--- config.mk ---
export PLATFORM = sky130hd
export DESIGN_NAME = rom_fetch_unit
export DESIGN_NICKNAME = d
export VERILOG_FILES = /design/src/rtl/fetch_pkg.sv /design/src/rtl/rom_fetch_unit_program_counter.sv /design/src/rtl/rom_fetch_unit.sv
export SDC_FILE = /design/constraint.sdc
export NUM_CORES = 1
export LEC_CHECK = 0
export CAP_MARGIN = 20
export CORE_MARGIN = 2
export CORE_UTILIZATION = 28
export DETAILED_ROUTE_END_ITERATION = 7
export GPL_TIMING_DRIVEN = 0
export PLACE_DENSITY = 0.68
export SETUP_SLACK_MARGIN = 0.02
export SYNTH_ARGS = -nofsm -noshare
export SYNTH_HDL_FRONTEND = slang
export SYNTH_SLANG_ARGS = --single-unit
--- constraint.sdc ---
create_clock -name clk -period 3.2 [get_ports clk]
set_input_delay 0.64 -clock clk [delete_from_list [all_inputs] [get_ports clk]]
set_output_delay 0.64 -clock clk [all_outputs]
set_load 0.02 [all_outputs]
--- src/rtl/fetch_pkg.sv ---
// Shared types and field constants for the instruction-fetch stage.
package fetch_pkg;

  localparam int ADDR_W_DEF = 12;
  localparam int DATA_W_DEF = 8;

  typedef enum logic [1:0] {
    IDLE  = 2'd0,
    FETCH = 2'd1,
    HOLD  = 2'd2
  } fetch_state_t;

  localparam int OPCODE_MSB  = 7;
  localparam int OPCODE_LSB  = 4;
  localparam int OPERAND_MSB = 3;
  localparam int OPERAND_LSB = 0;

endpackage

--- src/rtl/rom_fetch_unit_program_counter.sv ---
// Program counter: load beats increment; wrap pulses the cycle after a 0x..F -> 0 step.
// Single-cycle update, no backpressure of its own.
module program_counter #(
  parameter int                ADDR_W   = 12,
  parameter logic [ADDR_W-1:0] RESET_PC = '0
) (
  input  logic              clk,
  input  logic              reset_n,
  input  logic              load,
  input  logic [ADDR_W-1:0] load_addr,
  input  logic              inc,
  output logic [ADDR_W-1:0] pc,
  output logic              wrap
);

  always_ff @(posedge clk or negedge reset_n) begin
    if (!reset_n) begin
      pc   <= RESET_PC;
      wrap <= 1'b0;
    end else begin
      wrap <= 1'b0;
      if (load) begin
        pc <= load_addr;
      end else if (inc) begin
        pc   <= pc + ADDR_W'(1);
        wrap <= &pc;
      end
    end
  end

endmodule

--- src/rtl/rom_fetch_unit.sv ---
// Fetch stage: drives ROM address from PC, registers returned byte; first instr 2 edges after en/load,
// then 1/cycle. valid/ready handshake: instr and instr_pc are held while ready is low.
module rom_fetch_unit
  import fetch_pkg::*;
#(
  parameter int                ADDR_W   = ADDR_W_DEF,
  parameter int                DATA_W   = DATA_W_DEF,
  parameter logic [ADDR_W-1:0] RESET_PC = '0
) (
  input  logic              clk,
  input  logic              reset_n,
  input  logic              en,
  input  logic              load,
  input  logic [ADDR_W-1:0] load_addr,
  output logic [ADDR_W-1:0] direccion,
  input  logic [DATA_W-1:0] rom_data,
  output logic [DATA_W-1:0] instr,
  output logic [3:0]        opcode,
  output logic [3:0]        operand,
  output logic [ADDR_W-1:0] instr_pc,
  output logic              instr_valid,
  input  logic              instr_ready,
  output logic              pc_wrap
);

  fetch_state_t      state, state_nxt;
  logic              pc_load;
  logic              capture;
  logic [ADDR_W-1:0] pc;

  program_counter #(
    .ADDR_W   (ADDR_W),
    .RESET_PC (RESET_PC)
  ) u_pc (
    .clk       (clk),
    .reset_n   (reset_n),
    .load      (pc_load),
    .load_addr (load_addr),
    .inc       (capture),
    .pc        (pc),
    .wrap      (pc_wrap)
  );

  always_ff @(posedge clk or negedge reset_n) begin
    if (!reset_n) begin
      state    <= IDLE;
      instr    <= '0;
      instr_pc <= '0;
    end else begin
      state <= state_nxt;
      if (capture) begin
        instr    <= rom_data;
        instr_pc <= pc;
      end
    end
  end

  // A load always wins; in HOLD it either retires (ready=1) or flushes the held instruction.
  always_comb begin
    state_nxt = state;
    pc_load   = 1'b0;
    capture   = 1'b0;
    case (state)
      IDLE: begin
        pc_load = load;
        if (en) state_nxt = FETCH;
      end
      FETCH: begin
        if (load) begin
          pc_load   = 1'b1;
          state_nxt = en ? FETCH : IDLE;
        end else if (!en) begin
          state_nxt = IDLE;
        end else begin
          capture   = 1'b1;
          state_nxt = HOLD;
        end
      end
      HOLD: begin
        if (load) begin
          pc_load   = 1'b1;
          state_nxt = en ? FETCH : IDLE;
        end else if (instr_ready) begin
          if (en) capture = 1'b1;
          else    state_nxt = IDLE;
        end
      end
      default: state_nxt = IDLE;
    endcase
  end

  assign direccion   = pc;
  assign instr_valid = (state == HOLD);
  assign opcode      = instr[OPCODE_MSB:OPCODE_LSB];
  assign operand     = instr[OPERAND_MSB:OPERAND_LSB];

endmodule

==> results of run 1 <==
## metrics by stage
stage	power (mW)	hold WS (ps)	setup WS [ps]	utilization
3_3_place_gp	1.86	459	662	0.416
6_report	2.15	434	906	0.428
3_5_place_dp	1.88	466	888	0.415
5_1_grt	2.30	504	824	0.428
4_1_cts	2.17	467	894	0.428
2_1_floorplan	1.35	344	1420	-
## critical path, stage by stage (launching register included)
cell and delay, ps:
dfrtp_1 410, inv_1 90, ha_1 230, clkdlybuf4s50_1 630
## layout make-up
type | instances | area [sq um]
Inverter | 6 | 22.5
Timing Repair Buffer | 66 | 656
Fill cell | 568 | 3390
Tap cell | 75 | 93.8
Sequential cell | 35 | 876
Buffer | 15 | 92.6
Multi-Input combinational cell | 124 | 719
Clock buffer | 6 | 72.6
## routing by layer
| layer | up-vias | global-route usage | wire [microns] |
|---|---|---|---|
| li1 | 751 | - | - |
| met1 | 700 | 0.175 | 1920 |
| met2 | 51 | 0.190 | 1860 |
| met3 | 6 | 0.0348 | 267 |
| met4 | 0 | 0.0567 | 66 |
| met5 | - | 0 | 0 |
## power groups by stage
stage | sequential, mW | combinational (mW) | clock [mW]
2_1_floorplan | 0.916 | 0.434 | 0
3_3_place_gp | 0.744 | 1.11 | 0
3_5_place_dp | 0.752 | 1.12 | 0
4_1_cts | 0.744 | 1.13 | 0.300
5_1_grt | 0.769 | 1.21 | 0.319
6_report | 0.743 | 1.11 | 0.291
## sequential cells by signal, indices dropped and copies added, names as in the netlist
name	flops
instr	8
state	2
instr_pc	12
u_pc.pc	12
u_pc.wrap	1
## cells in the final DEF (no fill, tap or decap), types with 2 or more instances in the layout
master,n
clkdlybuf4s50_1,65
nand2_1,59
dfrtp_1,35
buf_4,8
inv_1,6
buf_2,6
nor2_1,6
a211oi_1,6
o21ai_0,5
ha_1,5
clkbuf_8,5
and3_1,4
nand3_1,3
o21ai_1,3
clkbuf_1,3
nor2b_1,3
nor3_2,2
o221a_2,2
a311oi_1,2
a21boi_0,2
mux2i_1,2
## worst paths after layout
| path | cells after the start | startpoint | to |
|---|---|---|---|
| min in group clk | 2 | instr_pc[8]$_DFFE_PN0P_ | instr_pc[8]$_DFFE_PN0P_ |
| max in group asynchronous | 1 | reset_n | instr_pc[9]$_DFFE_PN0P_ |
| setup reg to reg | 7 | state[0]$_DFFE_PN0P_ | u_pc.pc[8]$_DFFE_PN0P_ |
| hold / removal | 1 | reset_n | instr_pc[4]$_DFFE_PN0P_ |
| hold reg to reg | 2 | instr_pc[8]$_DFFE_PN0P_ | instr_pc[8]$_DFFE_PN0P_ |
| setup / recovery | 3 | state[0]$_DFFE_PN0P_ | instr_valid |
## cells by family (layout without fill, tap and decap cells)
kind of cell,count (synthesis),after routing,share of synthesized area
AOI/OAI and AO/OA,28,28,0.121
xor gates and xnor gates,1,1,0.00512
adders and majority gates,5,5,0.0366
buffers and inverters,21,93,0.0673
DFF,35,35,0.512
muxes,3,3,0.0183
and+or+nand+nor,87,87,0.240
==> impl_results.md, run 1 <==
- Final hold viol count: 0
- Worst slew pin tran: 774 ps
- Routed wire length: 4120 microns
- Routed length per placed instance: 12.6 microns
- Share of power burned in combinational logic: 0.519
- Crit Path Class: reg -> out
- Switching share of power: 0.391
- DR pass1 iterations: 4
- Share of cells above drive strength 1: 0.103
- Worst-skew pair later-pin latency: 280 ps
- Die Wd: 82.2 microns
- Startpoint types: flip-flop
- # rows: 28
- Synth cell types: 39
- #FFs+latches synth: 35
- Final critical-path share of the clock period: 0.717
- Fin Setup TNS: 0 ps
- Gpl congestion: 0.789
- Area delta synth->final: 48.1%
- Int Pwr: 1.31 mW
- Detailed Place HPWL: 3070 microns
- Final Critical Period: 2290 ps
- Seq/Total Area, Yosys: 0.512
- Most used DFF post-synth: dfrtp_1
- Crit path required time: 2560 ps
- Die area: just under 7000 sq um
- Top post-synthesis cells by count: nand2_1, dfrtp_1, buf_4
- CTS resizes: 0
- Max-slew headroom: 0.484
- H-tree lvl count: 2
- Most area-consuming cells after synthesis: dfrtp_1, nand2_1, ha_1
- Initial DRC Count: between 70 and 80
- Cells after synthesis: 180
- EDFF count, synth: 0
- Yosys Warn Count: 0
- Net Switching: 840 uW
- # setup viols final: 0
- Clk_skew: 2.57 ps
- Max Slew Vio Count: 0
- Clk network pwr share: 0.135
- Clock root buffer: clkbuf_8
- Seq pwr share: 0.346
- Post-route non-filler standard cell count: between 300 and 400
- Final instance area: 2530 sq um
- Placeable Area: 5920 sq um
- Initial Utilization: 0.289
- All-Layer GR Usage: 0.128
- Count leader, synth: nand2_1
- Clk slew on worst S/H paths: about 60 ps
- Hold WC Path Type: in -> async
- Port Buf Inserts: 66
- Reg2reg setup slack: 1330 ps
- DRC errors left: 0
- Critical path peak fanout: 4
- Hold_buf cts: 0
- Post-DP Area: roughly 2500 sq um
- Crit path DAT: 1650 ps
- Peak VDD IR: roughly 0.00036 V
- Max cap viols: 0
- Fmax: 436 MHz
- Mapped Avg Cell Area: between 9 and 10 sq um
- Pwr/cell area: 848 nW/um^2
- Syn nets: 210
- Antenna violations before repair: 0
- Postcts setup bufs: 0
- Yosys top cell by area: dfrtp_1
- Vias in the first global route: 1359
- Antenna cell count: 0
- Cell Area, Synth: 1710 sq um
- Fraction of registers with async set/reset: 1.00
- Lkg Pwr: 1.15 nW
- Status: finished clean
- First-pass GRT wire length: 6450 microns
- Num CTS Buffers: 5
- Placed cell count: 321
- CTS tree: built
- Vias after detailed routing: 1508
- Endpoint type of the worst setup path: output port
- DRT antenna net count: 0
- Largest net degree at the start of global routing: 36
- RSZ-0062 raised after global routing: false
- I/O pin count: between 60 and 70
- DR vias/cell: 4.61
- Clock sinks: 35
- Global route overflow: 0
- CTS Buffer Depth: 2
- # nets final: 283
- Yosys top cell area share: 0.512
- Height of the die: 82.2 microns
No activity file was read; power rests on OpenSTA's default activity.
==> run 2, diff against run 1 <==
==> constraint.sdc (replaced) <==
create_clock -name clk -period 2.3 [get_ports clk]
set_input_delay 0.46 -clock clk [delete_from_list [all_inputs] [get_ports clk]]
set_output_delay 0.46 -clock clk [all_outputs]
set_load 0.02 [all_outputs]
==> results of run 2 <==
Same layout as run 1 (identical final DEF). Status: finished clean.
Main changes from that run: setup slack after placement 888 ps -> 168 ps; setup slack after layout 906 ps -> 186 ps; hold slack 434 ps -> 254 ps; register-to-register setup slack 1330 ps -> 430 ps; total power 2.15 mW -> 2.99 mW; worst IR drop on VDD 0.000358 V -> 0.000498 V
